## src/rtl/addr_cycle_monitor.sv

```systemverilog
// Address-FIFO event gap monitor: publishes the last gap between events and a
// saturating histogram of gaps, gated by program run/active control and freeze.
module addr_cycle_monitor #(
    parameter  int MON_CNT_RANGE = 8,
    parameter  int MON_CNT_SIZE  = 16,
    parameter  int MAX_CYCLE_CNT = 128,
    localparam int NUM_BINS      = MAX_CYCLE_CNT / MON_CNT_RANGE
) (
    input  logic                    clk,
    input  logic                    reset,
    input  logic                    run_program,
    input  logic                    active_program,
    input  logic                    freeze,
    input  logic                    event_strobe,
    output logic [15:0]             cycle_cnt,
    output logic [MON_CNT_SIZE-1:0] mon_cnts [NUM_BINS],
    output logic [31:0]             event_total,
    output logic                    bin_saturated
);
    localparam int SHIFT = $clog2(MON_CNT_RANGE);
    localparam int IDX_W = (NUM_BINS > 1) ? $clog2(NUM_BINS) : 1;

    typedef enum logic [1:0] {
        IDLE,
        WAIT_FIRST,
        MEASURE
    } state_t;

    state_t                  state_q, state_d;
    logic                    run_q, run_d;
    logic                    act_q, act_d;
    logic [15:0]             gap_cnt_q, gap_cnt_d;
    logic [15:0]             cycle_cnt_q, cycle_cnt_d;
    logic [MON_CNT_SIZE-1:0] bins_q [NUM_BINS];
    logic [MON_CNT_SIZE-1:0] bins_d [NUM_BINS];
    logic [31:0]             total_q, total_d;
    logic                    sat_q, sat_d;

    logic                    start;
    logic                    act_fall;
    logic                    ev;
    logic [15:0]             bin_sel;
    logic [IDX_W-1:0]        idx;
    logic [MON_CNT_SIZE-1:0] bin_next;

    function automatic logic [MON_CNT_SIZE-1:0] bin_inc(input logic [MON_CNT_SIZE-1:0] v);
        return (v == '1) ? v : v + 1'b1;
    endfunction

    function automatic logic [31:0] total_inc(input logic [31:0] v);
        return (v == '1) ? v : v + 32'd1;
    endfunction

    function automatic logic [15:0] gap_inc(input logic [15:0] v);
        return (v == '1) ? v : v + 16'd1;
    endfunction

    // Gaps beyond the covered range all land in the last bin.
    always_comb begin
        bin_sel = gap_cnt_q >> SHIFT;
        if (bin_sel >= 16'(NUM_BINS)) begin
            idx = IDX_W'(NUM_BINS - 1);
        end else begin
            idx = bin_sel[IDX_W-1:0];
        end
    end

    always_comb begin
        run_d       = run_program;
        act_d       = active_program;
        start       = run_program & ~run_q;
        act_fall    = act_q & ~active_program;
        ev          = event_strobe & ~freeze;
        state_d     = state_q;
        gap_cnt_d   = gap_cnt_q;
        cycle_cnt_d = cycle_cnt_q;
        bins_d      = bins_q;
        total_d     = total_q;
        sat_d       = sat_q;
        bin_next    = bin_inc(bins_q[idx]);

        if (start) begin
            state_d     = WAIT_FIRST;
            gap_cnt_d   = '0;
            cycle_cnt_d = '0;
            bins_d      = '{default: '0};
            total_d     = '0;
            sat_d       = 1'b0;
        end else begin
            case (state_q)
                WAIT_FIRST: begin
                    if (ev) begin
                        gap_cnt_d = 16'd1;
                        total_d   = total_inc(total_q);
                        state_d   = MEASURE;
                    end
                end
                MEASURE: begin
                    if (ev) begin
                        cycle_cnt_d = gap_cnt_q;
                        bins_d[idx] = bin_next;
                        if (bin_next == '1) begin
                            sat_d = 1'b1;
                        end
                        total_d   = total_inc(total_q);
                        gap_cnt_d = 16'd1;
                    end else if (!freeze) begin
                        gap_cnt_d = gap_inc(gap_cnt_q);
                    end
                end
                default: begin
                end
            endcase
            // An event in the same cycle as the fall is still recorded above.
            if (act_fall && (state_q != IDLE)) begin
                state_d = IDLE;
            end
        end
    end

    always_ff @(posedge clk or negedge reset) begin
        if (!reset) begin
            state_q     <= IDLE;
            run_q       <= 1'b0;
            act_q       <= 1'b0;
            gap_cnt_q   <= '0;
            cycle_cnt_q <= '0;
            bins_q      <= '{default: '0};
            total_q     <= '0;
            sat_q       <= 1'b0;
        end else begin
            state_q     <= state_d;
            run_q       <= run_d;
            act_q       <= act_d;
            gap_cnt_q   <= gap_cnt_d;
            cycle_cnt_q <= cycle_cnt_d;
            bins_q      <= bins_d;
            total_q     <= total_d;
            sat_q       <= sat_d;
        end
    end

    assign cycle_cnt     = cycle_cnt_q;
    assign mon_cnts      = bins_q;
    assign event_total   = total_q;
    assign bin_saturated = sat_q;

endmodule

```

## config.mk

```make
export PLATFORM = sky130hd
export DESIGN_NAME = addr_cycle_monitor
export DESIGN_NICKNAME = d
export VERILOG_FILES = /design/src/rtl/addr_cycle_monitor.sv
export SDC_FILE = /design/constraint.sdc
export NUM_CORES = 1
export LEC_CHECK = 0
export BUFFER_PORTS_ARGS = -buffer_cell sky130_fd_sc_hd__buf_2
export CELL_PAD_IN_SITES_DETAIL_PLACEMENT = 1
export CELL_PAD_IN_SITES_GLOBAL_PLACEMENT = 2
export CORE_MARGIN = 1
export CORE_UTILIZATION = 35
export CTS_BUF_LIST = sky130_fd_sc_hd__clkbuf_2
export DETAILED_ROUTE_END_ITERATION = 6
export MAX_ROUTING_LAYER = met4
export PLACE_DENSITY = 0.9
export SLEW_MARGIN = 10
export SYNTH_ARGS = -nofsm -noshare
export SYNTH_HDL_FRONTEND = slang
export SYNTH_SLANG_ARGS = --single-unit
```

## constraint.sdc

```tcl
create_clock -name clk -period 5.25 [get_ports clk]
set_input_delay 0.7875 -clock clk [delete_from_list [all_inputs] [get_ports clk]]
set_output_delay 0.7875 -clock clk [all_outputs]
set_load 0.05 [all_outputs]
```

==> out/qor.yml, run 1 <==
clock_tree:
  cts.root.buffer_cell: "sky130_fd_sc_hd__clkbuf_2"
  cts_tree: "done"
  worst_setup_hold_path_clk_slew_ns: 0.10
  numCtsBuffers: 89
  clock_sinks: 325
  postCtsSetupRepairBufs: 0
  clock_insertion_delay_at_the_later_pin_of_the_skew_report_ns: 1.07
  ctsLongestPathBuffers: 3
  clock_tree.htree_level_count: 3
power_and_ir_drop:
  max-vdd-ir-drop_v: 0.000129
  power_per_cell_area_nw_per_um2: 253
  design_power_total_mw: 4.73
  p_leak_nw: 9.14
yosys:
  synth-compound-area-share_pct: 16.0
  post_synth_xor_area_fraction_pct: 2.49
  synth_simple_gate_area_share_pct: 18.2
  muxShareOfSynthArea_pct: 6.93
  synth_top_family_by_area: "simple AND/OR/NAND/NOR gates"
  synth_cell_types: 71
  synth-main-ff-cell: "sky130_fd_sc_hd__dfrtp_1"
  yosys_register_bits: 325
  syn-cell-area_um2: 15500
  post_synth_inst_count: 1618
  post_synthesis_sequential_area_ratio_pct: 52.6
  synthesis.area_per_instance_um2: 9.56
  synth_edf_count: 0
  post_synth_fa_ha_maj_area_fraction_pct: 0.486
  asyncSetResetFlopFracSynth_pct: 100
  mappedNetlistNets: 1630
  synth_warnings: 0
sta:
  final.setup_skew_ns: 0.101
  worst_pin_slew_ns: 1.21
  finalCriticalPeriod_ns: 4.63
  hold_viol: 0
  max_freq_ghz: 0.216
  final.period_utilization_pct: 88.2
  count_of_final_setup_violators: 0
  drv_slew: 0
  setup-tns-final_ns: 0
  unrepaired_setup_endpoints_after_global_routing: "false"
  slew_headroom_pct: 19.4
detailed_routing:
  detail_route.drc_violations: 0
  drt-total-wl_mm: 67.7
  dr_total_vias: 15000
  post_drt_wl_per_cell_um: 25.7
  vias_per_cell: 5.72
  dr.first_iter.drc_count: 1557
  drtAntennaViolNets: 0
  detail_route.first_pass.iterations: 7
global_routing:
  number_of_antenna_violations_at_the_first_check_in_global_routing: 2
  groute.usage.overall_pct: 31.3
  grt.overflow.total: 0
  grt_pass1_wl_mm: 101
  vias_in_the_first_global_route: 15300
  grt_start_max_net_pins: 122
worst_setup_path:
  critPathRequiredTime_ns: 6.21
  timing.critical_path.max_delay_family: "simple AND/OR/NAND/NOR gates"
  cp.arrival_ns: 5.59
  worst-path-buf-inv: 2
  path_cells: "nor4_4 -> buf_4 -> and4_1 -> o21ai_0 -> and4_1 -> ha_1 -> nand2_1 -> nor3_4 -> buf_4 -> a311oi_2 -> xnor2_1 -> or4_1 -> nor4b_2 -> a31o_1"
  worstSetupStartpointType: "flip-flop"
  cp_slowest_stage_delay_ns: 0.61
  cp-end-kind: "flip-flop"
  timing.critical_path.slowest_stage_cell: "sky130_fd_sc_hd__and4_1"
  cp_max_fo: 25
  critical_path_class: "reg2reg"
place:
  io_buffer_count: 310
  place_congestion: 0.971
  dp.final_hpwl_mm: 49.1
finish:
  syn2layout_area_growth_pct: 21.1
  num-fill-cells: 5222
  nets: 1990
  most-common-layout-cells: "sky130_fd_sc_hd__nand2_1, sky130_fd_sc_hd__dfrtp_1, sky130_fd_sc_hd__buf_2, sky130_fd_sc_hd__o21ai_0, sky130_fd_sc_hd__clkbuf_2"
  final_common_cell: "sky130_fd_sc_hd__nand2_1"
  drive_above_1_share_pct: 28.9
floorplan:
  floorplan.core_area_um2: 43400
  initial_core_util_pct: 35.7
  ios: 311
  rows: 76
  dieArea_um2: 45000
  die_height_um: 212
  dieWidth_um: 212
hold_path:
  min-delay-path-class: "in2reg"
run:
  cap_violations: 0
status:
  run_status: "finished, final reports clean"
worst register-to-register path, stage by stage (launching register included):
cell                       delay [ns]
sky130_fd_sc_hd__dfrtp_1         0.47
sky130_fd_sc_hd__nor4_4          0.40
sky130_fd_sc_hd__buf_4           0.42
sky130_fd_sc_hd__and4_1          0.62
sky130_fd_sc_hd__o21ai_0         0.39
sky130_fd_sc_hd__and4_1          0.33
sky130_fd_sc_hd__ha_1            0.22
sky130_fd_sc_hd__nand2_1         0.19
sky130_fd_sc_hd__nor3_4          0.07
sky130_fd_sc_hd__buf_4           0.17
sky130_fd_sc_hd__a311oi_2        0.22
sky130_fd_sc_hd__xnor2_1         0.13
sky130_fd_sc_hd__or4_1           0.51
sky130_fd_sc_hd__nor4b_2         0.23
sky130_fd_sc_hd__a31o_1          0.17
layout make-up:
type | count | area (um^2) | area share (%)
repair buffers | 377 | 2100 | 11.2
clock inverters | 22 | 169 | 0.902
diodes | 1 | 2.50 | 0.0134
multi-input cells | 1172 | 6860 | 36.6
flip-flops and latches | 325 | 8140 | 43.5
inverters | 13 | 48.8 | 0.261
well taps | 585 | 732 | 3.91
clock buffers | 135 | 676 | 3.61
report_power, final:
| part | total, mW | internal [mW] | switching, mW |
|---|---|---|---|
| sequential | 2.53 | 2.52 | 0.0170 |
| clock | 1.95 | 0.825 | 1.13 |
| combinational | 0.242 | 0.0473 | 0.195 |
per-layer routing:
| metal | track usage (%) | up-vias | part of all wire, % |
|---|---|---|---|
| li1 | - | 6479 | - |
| met1 | 44.1 | 7804 | 45 |
| met2 | 44.7 | 656 | 44 |
| met3 | 5.67 | 107 | 7.2 |
| met4 | 11.9 | 0 | 3.0 |
| met5 | - | - | 0 |
cells in the mapped netlist (all sizes together) (4+ instances only):
master / instances / area [um^2]
nand2: 334 / 1260
dfrtp: 325 / 8130
o21ai: 286 / 1430
nor2: 109 / 409
clkbuf: 76 / 285
a21oi: 45 / 225
nand3: 33 / 165
buf: 32 / 166
nand4: 29 / 181
mux2i: 26 / 260
xor2: 26 / 228
mux2: 24 / 270
mux4: 24 / 541
xnor2: 18 / 158
nor2b: 17 / 106
o22ai: 17 / 106
nand2b: 14 / 87.6
and3: 13 / 81.3
inv: 13 / 48.8
nor3: 13 / 92.6
and2: 12 / 75.1
nor4: 12 / 105
or3: 10 / 62.6
a211oi: 7 / 57.6
a31oi: 7 / 43.8
o221ai: 7 / 61.3
and4: 6 / 52.6
ha: 6 / 75.1
a2111oi: 5 / 43.8
or2: 5 / 31.3
a311oi: 4 / 41.3
o2111ai: 4 / 35.0
o31ai: 4 / 30.0
o32ai: 4 / 35.0
or4: 4 / 30.0
logic make-up (layout without fill, tap and decap cells):
group           count (synthesis)  after routing
compound gates                431            431
xor+xnor                       44             44
fa+ha+maj                       6              6
buf+inv                       121            547
flops                         325            325
mux                            74             74
other cells                     0              1
simple gates                  617            617
worst paths after layout:
| path | depth (start not counted) | startpoint | slack [ns] | to |
|---|---|---|---|---|
| max | 14 | gap_cnt_q[13] | 0.62 | bin_saturated |
| min | 4 | freeze | 0.22 | state_q[1] |
| max reg2reg | 14 | gap_cnt_q[13] | 0.62 | bin_saturated |
| min reg2reg | 1 | act_q | 0.47 | state_q[1] |
| max in group asynchronous | 3 | reset | 3.59 | mon_cnts[198] |
| min in group asynchronous | 2 | reset | 0.41 | mon_cnts[105] |
state kept, by name (all words and copies together) (netlist names):
register	count
mon_cnts	256
event_total	32
cycle_cnt	16
gap_cnt_q	16
state_q	2
act_q	1
bin_saturated	1
run_q	1
metrics by stage:
step / worst slack, ns / cell area, um^2 / instances / util (%) / hold WS [ns]
finish: 0.617 / 18700 / 2630 / 43.2 / 0.224
global route: 0.328 / 18700 / 2630 / 43.2 / 0.166
CTS: 0.684 / 18700 / 2629 / 43.2 / 0.0686
detailed placement: 0.709 / 17900 / 2469 / 41.2 / 0.462
global placement: 0.790 / 17900 / 2469 / 41.2 / 0.429
floorplan: 1.10 / 15500 / 1618 / - / 0.426
repair_timing:
| action | CTS | global route |
|---|---|---|
| gates resized for setup | 0 | 0 |
| hold endpoints to repair | 122 | 0 |
| hold buffers | 3 | 0 |
No activity file was read; power rests on OpenSTA's default activity.
==> inputs of run 2 (changes only) <==
- PLACE_DENSITY: 0.9 -> 0.94
==> run 2 against run 1 <==
Effect of this change: largest power group unchanged; non-clock buffer count decreased by 3; design area decreased by 0.26%; count of clock-buffer cells in the layout rose by 3; largest cell class unchanged.
==> out/qor.yml, run 2 (synthesis results as in run 1) <==
power_and_ir_drop:
  max-vdd-ir-drop_v: 0.000119  # -7.8%
  design_power_total_mw: 4.63  # -2.1%
  power_per_cell_area_nw_per_um2: 248  # -1.8%
  p_leak_nw: 9.09  # -0.60%
clock_tree:
  cts.root.buffer_cell: "sky130_fd_sc_hd__clkbuf_2"
  numCtsBuffers: 87  # -2.2%
  worst_setup_hold_path_clk_slew_ns: 0.11  # about the same
  postCtsSetupRepairBufs: 0  # unchanged
  clock_insertion_delay_at_the_later_pin_of_the_skew_report_ns: 1.10  # +0.03 ns
  clock_tree.htree_level_count: 3  # unchanged
  clock_sinks: 325  # unchanged
  ctsLongestPathBuffers: 3  # unchanged
  cts_tree: "done"
detailed_routing:
  vias_per_cell: 5.80  # +1.3%
  post_drt_wl_per_cell_um: 26.4  # +2.6%
  detail_route.drc_violations: 0  # unchanged
  dr_total_vias: 15200  # +1.0%
  detail_route.first_pass.iterations: 5  # -2
  dr.first_iter.drc_count: 1425  # -8.5%
  drtAntennaViolNets: 0  # unchanged
  drt-total-wl_mm: 69.3  # +2.3%
finish:
  num-fill-cells: 5185  # -0.71%
  final_common_cell: "sky130_fd_sc_hd__nand2_1"
  syn2layout_area_growth_pct: 20.8
  largest_register_ffs: 256  # unchanged
  most-common-layout-cells: "sky130_fd_sc_hd__nand2_1, sky130_fd_sc_hd__dfrtp_1, sky130_fd_sc_hd__buf_2, sky130_fd_sc_hd__o21ai_0, sky130_fd_sc_hd__clkbuf_2"
  post-route-util_pct: 43.1  # -0.11 points
  final_cell_count_no_fill: 2622  # -0.30%
  nets: 1985  # -0.25%
  stdcell_area_um2: 18700  # -0.26%
  drive_above_1_share_pct: 29.0  # +0.13 points
sta:
  final.period_utilization_pct: 90.4  # +2.2 points
  hold_viol: 0  # unchanged
  finalCriticalPeriod_ns: 4.75  # +0.113 ns
  max_freq_ghz: 0.211  # -2.4%
  finalWorstSetupSlack_ns: 0.504  # -0.113 ns
  worst_pin_slew_ns: 1.11  # -0.103 ns
  drv_slew: 0  # unchanged
  count_of_final_setup_violators: 0  # unchanged
  unrepaired_setup_endpoints_after_global_routing: "false"
  final.setup_skew_ns: 0.0928  # -0.00776 ns
  slew_headroom_pct: 26.3  # +6.8 points
  setup-tns-final_ns: 0  # unchanged
  holdWs_ns: 0.163  # -0.0610 ns
worst_setup_path:
  cp.arrival_ns: 5.71  # +0.12 ns
  worstSetupStartpointType: "flip-flop"
  r2r_start: "gap_cnt_q[13]"
  cp-end-kind: "flip-flop"
  cp_max_fo: 17  # -32%
  worst-r2r-cell-count: 13  # -1
  critPathRequiredTime_ns: 6.22  # about the same
  first_element_of_the_critical_path: "gap_cnt_q[13]"
  critical_path_class: "reg2reg"
floorplan:
  dieArea_um2: 45000  # unchanged
  floorplan.core_area_um2: 43400  # unchanged
  initial_core_util_pct: 35.7  # unchanged
  die_height_um: 212  # unchanged
  dieWidth_um: 212  # unchanged
  rows: 76  # unchanged
  ios: 311  # unchanged
place:
  place_ws_ns: 0.608  # -0.101 ns
  place_congestion: 0.972  # about the same
  dp_cells: 2466  # -0.12%
  dp.final_hpwl_mm: 50.3  # +2.5%
  io_buffer_count: 310  # unchanged
  postPlaceCellArea_um2: 17900  # about the same
global_routing:
  groute.usage.overall_pct: 32.0  # +0.70 points
  number_of_antenna_violations_at_the_first_check_in_global_routing: 1  # -1
  grt_pass1_wl_mm: 103  # +2.4%
  vias_in_the_first_global_route: 15600  # +2.4%
  grt.overflow.total: 0  # unchanged
  grt_start_max_net_pins: 142  # +16%
hold_path:
  min-delay-path-class: "in2reg"
  min_path_cells: 4  # unchanged
  worstHoldStart: "freeze"
status:
  run_status: "finished, final reports clean"
run:
  cap_violations: 0  # unchanged
[run 2: changes by cell type in the layout (fill, tap and decap cells not counted), sizes merged]
cell	delta
clkinv	-10
buf	-3
clkbuf	+3
clkinvlp	+3
bufinv	-2
diode	+1
[run 2: metal layers]
| layer | up-vias | wire (um) | part of all wire [%] | global-route usage (%) |
|---|---|---|---|---|
| met5 | - | 0 | 0 | - |
| met4 | 0 | 1980 | 2.9 | 12.1 |
| met3 | 121 | 5560 | 8.0 | 6.32 |
| met2 | 799 | 31300 | 45 | 46.6 |
| met1 | 7819 | 30500 | 44 | 44.0 |
| li1 | 6458 | - | - | - |
[run 2: cell type report]
class	count	area [um^2]	area share, %
inverters	13	48.8	0.261
multi-input cells	1172	6870	36.8
clock inverters	13	86.3	0.462
clock buffers	138	691	3.70
well taps	585	732	3.92
flip-flops and latches	325	8140	43.6
diodes	2	5.00	0.0268
repair buffers	374	2110	11.3
[run 2: report_power, final]
group / internal [mW] / total [mW] / switching, mW
Clock: 0.731 / 1.85 / 1.12
Combinational: 0.0464 / 0.246 / 0.199
Sequential: 2.52 / 2.53 / 0.0172
Total: 3.29 / 4.63 / 1.34
[run 2: final timing paths]
path                                 end  slack, ns
max                        bin_saturated       0.50
min                           state_q[1]       0.16
max reg2reg                bin_saturated       0.50
min reg2reg                   state_q[1]       0.49
max in group asynchronous  cycle_cnt[10]       3.63
min in group asynchronous  mon_cnts[139]       0.27
[run 2: repair_timing]
item / in CTS / in global routing
gates resized for setup: 0 / 0
hold buffers: 3 / 0
endpoints found under the hold margin: 83 / 0
[run 2: worst max-delay path: stages (launching register included)]
cell and delay (ns):
sky130_fd_sc_hd__dfrtp_1 0.48, sky130_fd_sc_hd__or4_1 0.74, sky130_fd_sc_hd__nor3_4 0.38, sky130_fd_sc_hd__buf_4 0.34, sky130_fd_sc_hd__o32ai_1 0.12, sky130_fd_sc_hd__a211o_1 0.28
sky130_fd_sc_hd__nor4_1 0.54, sky130_fd_sc_hd__nand3_1 0.27, sky130_fd_sc_hd__nor4b_4 0.25, sky130_fd_sc_hd__buf_4 0.20, sky130_fd_sc_hd__xor2_1 0.09, sky130_fd_sc_hd__or4_1 0.55
sky130_fd_sc_hd__nor4b_2 0.23, sky130_fd_sc_hd__a31o_1 0.18
==> inputs of run 3 (changes only) <==
- CORE_UTILIZATION: 35 -> 38
- PLACE_DENSITY: 0.94 -> 0.95
- clock period: 5.25 -> 5.8 ns (I/O delays scaled with it)
==> run 3 against run 2 <==
Effect of this change: hold slack improved by 0.20 ns; sequential power fell by 9.5%; maximum frequency fell by 12%; total power fell by 11%; critical path depth fell by 1; combinational power fell by 12%; design area fell by 1.4%; wire length fell by 3.5%; setup slack got worse by 0.12 ns; global-route usage rose by 1.5 points; critical path type unchanged; critical endpoint unchanged.
==> out/qor.yml, run 3 (synthesis results as in run 1) <==
finish:
  most-common-layout-cells: "sky130_fd_sc_hd__nand2_1, sky130_fd_sc_hd__dfrtp_1, sky130_fd_sc_hd__buf_2, sky130_fd_sc_hd__o21ai_0, sky130_fd_sc_hd__clkbuf_2"
  num-fill-cells: 4738  # -8.6%
  stdcell_area_um2: 18400  # -1.4%
  largest_register_ffs: 256  # unchanged
  drive_above_1_share_pct: 28.5  # -0.58 points
  final_common_cell: "sky130_fd_sc_hd__nand2_1"
  multi_input_area_um2: 6860  # -0.11%
  nets: 1969  # -0.81%
  post-route-util_pct: 46.1  # +3.0 points
  sequential_cell_area_um2: 8140  # unchanged
  syn2layout_area_growth_pct: 19.1
run:
  cap_violations: 0  # unchanged
floorplan:
  dieArea_um2: 41500  # -7.8%
  ios: 311  # unchanged
  initial_core_util_pct: 38.7  # +3.1 points
  floorplan.core_area_um2: 39900  # -7.9%
  die_height_um: 204  # -4.0%
  rows: 73  # -3.9%
  dieWidth_um: 204  # -4.0%
detailed_routing:
  detail_route.first_pass.iterations: 6  # +1
  vias_per_cell: 5.88  # +1.5%
  drtAntennaViolNets: 0  # unchanged
  detail_route.drc_violations: 0  # unchanged
  drt-total-wl_mm: 66.8  # -3.5%
  dr_total_vias: 15000  # -1.4%
  dr.first_iter.drc_count: 1286  # -9.8%
  post_drt_wl_per_cell_um: 26.3  # -0.57%
global_routing:
  number_of_antenna_violations_at_the_first_check_in_global_routing: 3  # +2
  gr-usage-met3_pct: 6.87  # +0.55 points
  grt_busiest_layer: "met2"
  groute.usage.overall_pct: 33.5  # +1.5 points
  grt_util_met2_pct: 47.6  # +1.0 points
  global_route.usage.met1_pct: 46.4  # +2.4 points
  grt_pass1_wl_mm: 100  # -2.9%
  vias_in_the_first_global_route: 15200  # -2.8%
  grt.overflow.total: 0  # unchanged
  grt_start_max_net_pins: 153  # +7.7%
clock_tree:
  worst_setup_hold_path_clk_slew_ns: 0.10  # about the same
  postCtsSetupRepairBufs: 0  # unchanged
  ctsLongestPathBuffers: 3  # unchanged
  cts_tree: "done"
  numCtsBuffers: 87  # unchanged
  clock_tree.htree_level_count: 3  # unchanged
  cts-hold-fix-buffers: 3  # unchanged
  cts.root.buffer_cell: "sky130_fd_sc_hd__clkbuf_2"
  clock_sinks: 325  # unchanged
  post_cts_resize_count: 0  # unchanged
  clock_insertion_delay_at_the_later_pin_of_the_skew_report_ns: 1.02  # -0.08 ns
power_and_ir_drop:
  power.share.switching_pct: 28.8  # -0.14 points
  intPower_mw: 2.93  # -11%
  comb_power_share_pct: 5.2  # about the same
  p_leak_nw: 9.01  # -0.83%
  max-vdd-ir-drop_v: 0.000141  # +18%
  seqPwrFrac_pct: 55.7  # +1.0 points
  power_per_cell_area_nw_per_um2: 223  # -9.9%
  clock_power_share_pct: 39.0  # -1.0 points
  p_sw_mw: 1.18  # -12%
worst_setup_path:
  cp_max_fo: 17  # unchanged
  critical_path_class: "reg2reg"
  first_element_of_the_critical_path: "gap_cnt_q[9]"
  worstSetupStartpointType: "flip-flop"
  critPathRequiredTime_ns: 6.67  # +0.45 ns
  cp.arrival_ns: 6.29  # +0.58 ns
  cp-end-kind: "flip-flop"
  r2r_start: "gap_cnt_q[9]"
sta:
  drv_slew: 0  # unchanged
  finalCriticalPeriod_ns: 5.42  # +0.670 ns
  final.period_utilization_pct: 93.4  # +3.0 points
  max_freq_ghz: 0.185  # -12%
  final.setup_skew_ns: 0.100  # +0.00742 ns
  setup-tns-final_ns: 0  # unchanged
  holdWs_ns: 0.361  # +0.198 ns
  hold_viol: 0  # unchanged
  slew_headroom_pct: 28.8  # +2.5 points
  worst_pin_slew_ns: 1.06  # -0.0436 ns
  count_of_final_setup_violators: 0  # unchanged
  finalWorstSetupSlack_ns: 0.384  # -0.120 ns
  unrepaired_setup_endpoints_after_global_routing: "false"
place:
  postPlaceCellArea_um2: 17600  # -1.3%
  place_ws_ns: 0.598  # -0.00987 ns
  place_congestion: 0.924  # -4.9%
  io_buffer_count: 310  # unchanged
  dp.final_hpwl_mm: 48.0  # -4.6%
status:
  run_status: "finished, final reports clean"
hold_path:
  worstHoldStart: "freeze"
  min-delay-path-class: "in2reg"
[run 3: cell count changes in the layout (fill, tap and decap cells not counted)]
cell                         change
sky130_fd_sc_hd__buf_4          -14
sky130_fd_sc_hd__inv_2           +4
sky130_fd_sc_hd__clkinv_1        -3
sky130_fd_sc_hd__clkinvlp_4      -3
sky130_fd_sc_hd__a21oi_1         +2
sky130_fd_sc_hd__a21oi_2         -2
sky130_fd_sc_hd__buf_12          -2
sky130_fd_sc_hd__clkinv_2        +2
sky130_fd_sc_hd__bufinv_16       -1
sky130_fd_sc_hd__clkbuf_2        -1
sky130_fd_sc_hd__diode_2         +1
[run 3: per-stage QoR]
| step | total power, mW | cells |
|---|---|---|
| 2_1_floorplan | 2.44 | 1618 |
| 3_3_place_gp | 2.55 | 2390 |
| 3_5_place_dp | 2.55 | 2390 |
| 4_1_cts | 4.16 | 2542 |
| 5_1_grt | 4.30 | 2544 |
| 6_report | 4.11 | 2545 |
[run 3: final timing paths]
path                       slack [ns]  cells after the start            end
max in group asynchronous        4.17                      3   gap_cnt_q[3]
min in group asynchronous        0.42                      2   cycle_cnt[5]
min                              0.36                      4     state_q[1]
min reg2reg                      0.46                      1     state_q[1]
max reg2reg                      0.38                     12  bin_saturated
max                              0.38                     12  bin_saturated
[run 3: layout make-up]
| type | instances | share of cell area (%) |
|---|---|---|
| Sequential cell | 325 | 44.2 |
| Multi-Input combinational cell | 1172 | 37.2 |
| Timing Repair Buffer | 358 | 10.7 |
| Clock buffer | 137 | 3.72 |
| Tap cell | 525 | 3.57 |
| Inverter | 13 | 0.265 |
| Clock inverter | 12 | 0.258 |
| Antenna cell | 3 | 0.0408 |
[run 3: power by group through the flow]
stage / sequential [mW] / clock, mW / combinational [mW]
6_report: 2.29 / 1.61 / 0.216
5_1_grt: 2.30 / 1.77 / 0.235
4_1_cts: 2.29 / 1.65 / 0.217
3_5_place_dp: 2.34 / 0 / 0.215
3_3_place_gp: 2.34 / 0 / 0.210
2_1_floorplan: 2.36 / 0 / 0.0782
[run 3: metal layers]
| layer | up-vias | routed length (um) |
|---|---|---|
| met1 | 7709 | 29700 |
| met2 | 696 | 29400 |
| met5 | - | 0 |
| met3 | 150 | 5250 |
| li1 | 6422 | - |
| met4 | 0 | 2530 |
[run 3: critical path, stage by stage (launching register included)]
cell and delay, ns:
sky130_fd_sc_hd__dfrtp_1 0.48, sky130_fd_sc_hd__nor3_2 0.89, sky130_fd_sc_hd__buf_4 0.42, sky130_fd_sc_hd__nand3_1 0.15
sky130_fd_sc_hd__a222oi_1 0.59, sky130_fd_sc_hd__o32a_1 0.22, sky130_fd_sc_hd__nand3_1 0.17, sky130_fd_sc_hd__or3_1 0.52
sky130_fd_sc_hd__nor4b_4 0.59, sky130_fd_sc_hd__mux2i_1 0.15, sky130_fd_sc_hd__buf_4 0.23, sky130_fd_sc_hd__a2111oi_0 0.68
sky130_fd_sc_hd__a31o_1 0.25
